--- src/rtl/guess_controller.sv ---
// ----------------------------------------------------------------------------
// guess_controller
//
// Sequences one Mastermind round between the stabilized key pulses and the
// display/feedback logic. The player edits a guess digit by digit (inc/next).
// Each submitted guess (enter) is scored against the secret that was latched
// at new-game time, and the attempts are counted until a win or a loss.
//
// Scoring is split over MAX_VAL+1 cycles. The exact count is taken at enter.
// CHECK then visits each value v once and accumulates
// min(count of v in guess, count of v in secret). That total is every value
// match. The partial count is that total minus the exact count.
//
// Ports
//   clk          in   system clock, rising edge
//   reset        in   asynchronous, active-high; clears all registers
//   newgame_p    in   pulse: start a new game (highest priority, any state)
//   enter_p      in   pulse: submit current guess (ENTRY only)
//   next_p       in   pulse: advance cursor (ENTRY only)
//   inc_p        in   pulse: increment digit under cursor (ENTRY only)
//   secret       in   code to break, position i at [i*VAL_W +: VAL_W]
//   guess        out  current guess, same packing as secret
//   cursor       out  position being edited
//   exact        out  right value, right place (last scored guess)
//   partial      out  right value, wrong place (last scored guess)
//   tries        out  guesses scored this game
//   score_valid  out  one-cycle pulse when exact/partial/tries update
//   busy         out  high while scoring (CHECK)
//   win          out  level, high in WIN
//   lose         out  level, high in LOSE
// ----------------------------------------------------------------------------
module guess_controller #(
   parameter int NUM_POS   = 4,
   parameter int VAL_W     = 3,
   parameter int MAX_VAL   = 5,
   parameter int MAX_TRIES = 10,
   localparam int CODE_W   = NUM_POS * VAL_W,
   localparam int CUR_W    = (NUM_POS > 1) ? $clog2(NUM_POS) : 1,
   localparam int CNT_W    = $clog2(NUM_POS + 1),
   localparam int TRY_W    = $clog2(MAX_TRIES + 1)
) (
   input  logic              clk,
   input  logic              reset,
   input  logic              newgame_p,
   input  logic              enter_p,
   input  logic              next_p,
   input  logic              inc_p,
   input  logic [CODE_W-1:0] secret,
   output logic [CODE_W-1:0] guess,
   output logic [CUR_W-1:0]  cursor,
   output logic [CNT_W-1:0]  exact,
   output logic [CNT_W-1:0]  partial,
   output logic [TRY_W-1:0]  tries,
   output logic              score_valid,
   output logic              busy,
   output logic              win,
   output logic              lose
);

   typedef enum logic [2:0] {
      S_IDLE,
      S_ENTRY,
      S_CHECK,
      S_WIN,
      S_LOSE
   } state_t;

   state_t              r_state;
   state_t              w_next_state;

   logic [CODE_W-1:0]   r_secret;
   logic [CODE_W-1:0]   r_guess;
   logic [CUR_W-1:0]    r_cursor;
   logic [CNT_W-1:0]    r_exact;
   logic [CNT_W-1:0]    r_partial;
   logic [TRY_W-1:0]    r_tries;
   logic                r_score_valid;
   logic [CNT_W-1:0]    r_exact_hold;   // exact count captured at enter
   logic [CNT_W-1:0]    r_acc;          // running sum of per-value minima
   logic [VAL_W-1:0]    r_v;            // value being tallied in CHECK

   // Decoded actions after priority arbitration
   logic                w_do_newgame;
   logic                w_do_enter;
   logic                w_do_next;
   logic                w_do_inc;
   logic                w_finish;

   logic [CNT_W-1:0]    w_guess_cnt;
   logic [CNT_W-1:0]    w_secret_cnt;
   logic [CNT_W-1:0]    w_acc_next;
   logic [CNT_W-1:0]    w_exact_now;
   logic [TRY_W-1:0]    w_tries_inc;
   logic [VAL_W-1:0]    w_digit;
   logic [VAL_W-1:0]    w_digit_inc;
   logic [CUR_W-1:0]    w_cursor_inc;

   // Number of positions of code holding value val
   function automatic logic [CNT_W-1:0] f_count(input logic [CODE_W-1:0] code,
                                                input logic [VAL_W-1:0]  val);
      logic [CNT_W-1:0] n;
      n = '0;
      for (int i = 0; i < NUM_POS; i++) begin
         if (code[i*VAL_W +: VAL_W] == val) n = n + CNT_W'(1);
      end
      return n;
   endfunction

   // Number of positions where both codes agree (any value, even above MAX_VAL)
   function automatic logic [CNT_W-1:0] f_exact(input logic [CODE_W-1:0] a,
                                                input logic [CODE_W-1:0] b);
      logic [CNT_W-1:0] n;
      n = '0;
      for (int i = 0; i < NUM_POS; i++) begin
         if (a[i*VAL_W +: VAL_W] == b[i*VAL_W +: VAL_W]) n = n + CNT_W'(1);
      end
      return n;
   endfunction

   // ------------------------------------------------------------------
   // Datapath helpers
   // ------------------------------------------------------------------
   always_comb begin
      w_guess_cnt  = f_count(r_guess, r_v);
      w_secret_cnt = f_count(r_secret, r_v);
      // v only sweeps 0..MAX_VAL, so out-of-range secret digits never add here
      w_acc_next   = r_acc + ((w_guess_cnt < w_secret_cnt) ? w_guess_cnt : w_secret_cnt);
      w_exact_now  = f_exact(r_guess, r_secret);
      w_tries_inc  = r_tries + TRY_W'(1);
      w_digit      = r_guess[int'(r_cursor)*VAL_W +: VAL_W];
      // ">=" also folds any out-of-range stored digit back to 0
      w_digit_inc  = (w_digit >= VAL_W'(MAX_VAL)) ? '0 : w_digit + VAL_W'(1);
      w_cursor_inc = (r_cursor == CUR_W'(NUM_POS - 1)) ? '0 : r_cursor + CUR_W'(1);
   end

   // ------------------------------------------------------------------
   // FSM: state register
   // ------------------------------------------------------------------
   // NOTE: sequential state uses non-blocking (<=) so every register sees the
   // pre-edge values of the others, whatever order the blocks run in.
   always_ff @(posedge clk or posedge reset) begin
      if (reset) r_state <= S_IDLE;
      else       r_state <= w_next_state;
   end

   // ------------------------------------------------------------------
   // FSM: next state and action decode
   // ------------------------------------------------------------------
   // NOTE: every signal is given a default before the case. If any path left
   // one unassigned, a latch would be inferred.
   always_comb begin
      w_next_state = r_state;
      w_do_newgame = 1'b0;
      w_do_enter   = 1'b0;
      w_do_next    = 1'b0;
      w_do_inc     = 1'b0;
      w_finish     = 1'b0;

      if (newgame_p) begin
         // Accepted in every state. This also aborts a scoring in progress.
         w_do_newgame = 1'b1;
         w_next_state = S_ENTRY;
      end else begin
         case (r_state)
            S_ENTRY: begin
               // Priority enter > next > inc; losers are dropped
               if (enter_p) begin
                  w_do_enter   = 1'b1;
                  w_next_state = S_CHECK;
               end else if (next_p) begin
                  w_do_next    = 1'b1;
               end else if (inc_p) begin
                  w_do_inc     = 1'b1;
               end
            end
            S_CHECK: begin
               if (r_v == VAL_W'(MAX_VAL)) begin
                  w_finish = 1'b1;
                  if (r_exact_hold == CNT_W'(NUM_POS))
                     w_next_state = S_WIN;
                  else if (w_tries_inc == TRY_W'(MAX_TRIES))
                     w_next_state = S_LOSE;
                  else
                     w_next_state = S_ENTRY;
               end
            end
            default: w_next_state = r_state;   // IDLE, WIN, LOSE wait for newgame
         endcase
      end
   end

   // ------------------------------------------------------------------
   // Datapath registers
   // ------------------------------------------------------------------
   always_ff @(posedge clk or posedge reset) begin
      if (reset) begin
         r_secret      <= '0;
         r_guess       <= '0;
         r_cursor      <= '0;
         r_exact       <= '0;
         r_partial     <= '0;
         r_tries       <= '0;
         r_score_valid <= 1'b0;
         r_exact_hold  <= '0;
         r_acc         <= '0;
         r_v           <= '0;
      end else begin
         r_score_valid <= w_finish;

         if (w_do_newgame) begin
            r_secret     <= secret;
            r_guess      <= '0;
            r_cursor     <= '0;
            r_exact      <= '0;
            r_partial    <= '0;
            r_tries      <= '0;
            r_exact_hold <= '0;
            r_acc        <= '0;
            r_v          <= '0;
         end else if (w_do_enter) begin
            r_exact_hold <= w_exact_now;
            r_acc        <= '0;
            r_v          <= '0;
         end else if (w_do_next) begin
            r_cursor     <= w_cursor_inc;
         end else if (w_do_inc) begin
            r_guess[int'(r_cursor)*VAL_W +: VAL_W] <= w_digit_inc;
         end else if (r_state == S_CHECK) begin
            r_acc <= w_acc_next;
            r_v   <= r_v + VAL_W'(1);
            if (w_finish) begin
               r_exact   <= r_exact_hold;
               r_partial <= w_acc_next - r_exact_hold;
               r_tries   <= w_tries_inc;
            end
         end
      end
   end

   assign guess       = r_guess;
   assign cursor      = r_cursor;
   assign exact       = r_exact;
   assign partial     = r_partial;
   assign tries       = r_tries;
   assign score_valid = r_score_valid;
   assign busy        = (r_state == S_CHECK);
   assign win         = (r_state == S_WIN);
   assign lose        = (r_state == S_LOSE);

endmodule

--- config.mk ---
export PLATFORM = sky130hd
export DESIGN_NAME = guess_controller
export DESIGN_NICKNAME = d
export VERILOG_FILES = /design/src/rtl/guess_controller.sv
export SDC_FILE = /design/constraint.sdc
export NUM_CORES = 1
export LEC_CHECK = 0
export BUFFER_PORTS_ARGS = -buffer_cell sky130_fd_sc_hd__buf_2
export CAP_MARGIN = 0
export CORE_UTILIZATION = 50
export DETAILED_ROUTE_END_ITERATION = 7
export GPL_TIMING_DRIVEN = 1
export PLACE_DENSITY = 0.72
export SYNTH_ARGS = -nofsm -noshare
export SYNTH_HDL_FRONTEND = slang
export SYNTH_SLANG_ARGS = --single-unit
--- constraint.sdc ---
create_clock -name clk -period 6.6 [get_ports clk]
set_input_delay 1.98 -clock clk [delete_from_list [all_inputs] [get_ports clk]]
set_output_delay 1.98 -clock clk [all_outputs]
set_load 0.05 [all_outputs]
==> impl_metrics.tcl <==
set metrics [dict create \
    cts_setup_buffers 0 \
    synth-seq-cells 49 \
    rr_startpoint "r_v[0]" \
    cp-end-kind "flop" \
    htreeDepth 2 \
    antenna_found_initial 0 \
    initial_core_util_pct 53.3 \
    fp.dieW_um 82.6 \
    irDropWorstVdd_mv 0.146 \
    dieArea_um2 6820 \
    num_io_pins 46 \
    critPathLaunchType "flop" \
    cts_buffers 5 \
    worst-r2r-setup-slack_ps 1600 \
    drtAntennaViolNets 0 \
    area_delta_synth_final_pct 11.0 \
    grt_max_degree 50 \
    cp_common_cell "xnor2_1" \
    synth_edf_count 0 \
    clkTransAtPathRegs_ps 100 \
    synthArstFlopShare_pct 100 \
    slew_violations 0 \
    crit_path_max_fanout 11 \
    cp.depth 21 \
    ctsLongestPathBuffers 2 \
    placedInstanceArea_um2 3510 \
    drive_gt1_share_pct 22.4 \
    p_per_area_nw_per_um2 214 \
    slowest_delay_ps 680 \
    wirelength_um 6490 \
    hpwl_um 4960 \
    seq_area_um2 1230 \
    ff2ff_path_depth 21 \
    final_common_cell "dfrtp_1" \
    multi_input_area_um2 1890 \
    cp_top_family "adder cells" \
    arrival_ps 5200 \
    row_count 28 \
    cp_slowest_cell "dfrtp_1" \
    synth.distinct_cells 50 \
    clk_latency_ps 310 \
    synth_top_flop_cell "dfrtp_1" \
    ctsHoldBuffers 0 \
    avgSynthCellArea_um2 10.3 \
    max-slew-margin-rel_pct 34.1 \
    fin_crit_ps 5000 \
    drc 0 \
    grt_pass1_wl_um 11100 \
    hold_path.class "reg2reg" \
    ys_warn_count 0 \
    outcome "completed" \
    core_area_um2 6100 \
    max_cap_violations 0 \
    drtIter0Drc 135 \
    finalCritPeriodShare_pct 75.8 \
    leakage_nw 1.73 \
    worstSetupEndpoint "partial[2]" \
    syn_nets 361 \
    reg2reg_to "partial[2]" \
    setup_viol 0 \
    n_fill_cell 556 \
    root_buffer "clkbuf_8" \
    die_h_um 82.6 \
    tightest_slew_ps 987 \
    cts-resized-gates 0 \
    fmax_mhz 200 \
    crit_required_ps 6790 \
    nNetsFinal 405 \
    grt.total_usage_pct 21.8 \
    vias 2399 \
    synth_top_cell_by_area "dfrtp_1" \
    firstDrtPassIters 4 \
    crit_buf_inv 2 \
    setup-tns-final_ps 0 \
    antenna_cells 0 \
    timing.final.ws_setup_ps 1600 \
    post_drt_wl_per_cell_um 14.9 \
    synth_area_leaders "dfrtp_1 (38%), ha_1 (9.6%), xnor2_1 (8.6%)" \
    startpoint "r_v[0]" \
    final_design_area_no_fill_um2 3600 \
    final_cell_mix "dfrtp_1 (49), buf_2 (45), xnor2_1 (32), nor2_1 (25), ha_1 (25)" \
    dp_slack_ps 1580 \
    crit_chain "xnor2_1, and3_1, ha_1, or4_4, nand2_1, ha_1, nand4_1, xnor2_1, ha_1, inv_1, a21oi_1, a21boi_0, nor2_1, ha_1, fa_1, inv_1, fa_1, xnor2_1, xnor2_1, xnor2_1, o21ai_0" \
    cts_tree "yes" \
    syn_inst 316 \
    ys_seq_area_share_pct 37.8 \
    gp_congestion 0.826 \
    cts.sinks 49 \
    final_util_pct 59.1 \
    grt_setup_unrepaired "no" \
    path_class "reg2reg" \
    hold_viol 0 \
    grt-ovfl-total 0 \
    finalClockSkew_ps 11.2 \
    io_buffers 45 \
    synthesis.area_um2 3250 \
    synth_top_area_share_pct 37.8 \
    first_global_vias 2357 \
    vias_per_cell 5.50 \
]
[through the flow]
step	power, mW	cells	hold WS, ps
after floorplan	0.548	316	493
after global placement	0.593	428	463
after detailed placement	0.601	428	470
after CTS	0.779	436	492
after global routing	0.826	436	518
final	0.772	436	486
[final cells by class]
class / count / area share (%)
clock buffers: 5 / 1.91
clock inverters: 3 / 0.590
inverters: 20 / 2.08
multi-input cells: 239 / 52.6
flip-flops and latches: 49 / 34.0
well taps: 75 / 2.60
repair buffers: 45 / 6.25
[worst reg2reg max path: stages, from the launching register on]
cell and delay [ps]:
dfrtp_1 680, xnor2_1 120, and3_1 230, ha_1 340
or4_4 560, nand2_1 90, ha_1 130, nand4_1 90
xnor2_1 170, ha_1 280, inv_1 50, a21oi_1 210
a21boi_0 220, nor2_1 60, ha_1 190, fa_1 500
inv_1 60, fa_1 400, xnor2_1 170, xnor2_1 150
xnor2_1 130, o21ai_0 80
[how the worst min path moves through the flow]
| stage | slack, ps | depth (start not counted) | to | startpoint |
|---|---|---|---|---|
| 6_report | 490 | 2 | partial[1] | partial[1] |
| 5_1_grt | 520 | 2 | partial[1] | partial[1] |
| 4_1_cts | 490 | 2 | partial[1] | partial[1] |
| 3_5_place_dp | 470 | 2 | partial[1] | partial[1] |
| 3_3_place_gp | 460 | 2 | partial[0] | partial[0] |
| 2_1_floorplan | 490 | 2 | r_acc[0] | r_acc[0] |
[where the power goes]
part           internal [mW]  switching, mW
logic                 0.0984          0.148
registers              0.321         0.0258
clock network         0.0753          0.103
total                  0.494          0.277
[cells in the mapped netlist (2+ instances only)]
library cell  count
dfrtp_1          49
xnor2_1          32
ha_1             25
nor2_1           25
nand2_1          22
xor2_1           19
inv_1            18
a21oi_1          14
a22o_1           12
mux2_2           12
nand3_1           9
nor3_1            8
mux2i_1           7
o21ai_0           7
and3_1            4
a211oi_1          3
a22oi_1           3
clkbuf_1          3
mux4_2            3
nor3b_1           3
or3_1             3
buf_2             2
buf_6             2
fa_1              2
inv_2             2
nand2b_1          2
or2_2             2
[layer usage]
layer,vias to the layer above,track usage [%],wire (µm)
li1,1180,-,-
met1,1163,28.6,2950
met2,47,35.6,3200
met3,9,3.85,210
met4,0,9.14,129
met5,-,0,0
[logic make-up after synthesis]
| group | synth area share (%) |
|---|---|
| simple gates | 14.4 |
| xor+xnor | 14.3 |
| buf+inv | 3.89 |
| fa+ha+maj | 10.9 |
| mux | 8.40 |
| flops | 37.8 |
| compound gates | 10.4 |
[registers in the layout, summed over array words and instances, names as in the netlist]
signal        flops
tries             4
r_exact_hold      3
r_acc             3
cursor            2
r_state           3
score_valid       1
partial           3
exact             3
r_v               3
r_secret         12
guess            12
Note: power is estimated with default switching activity, not from simulation.
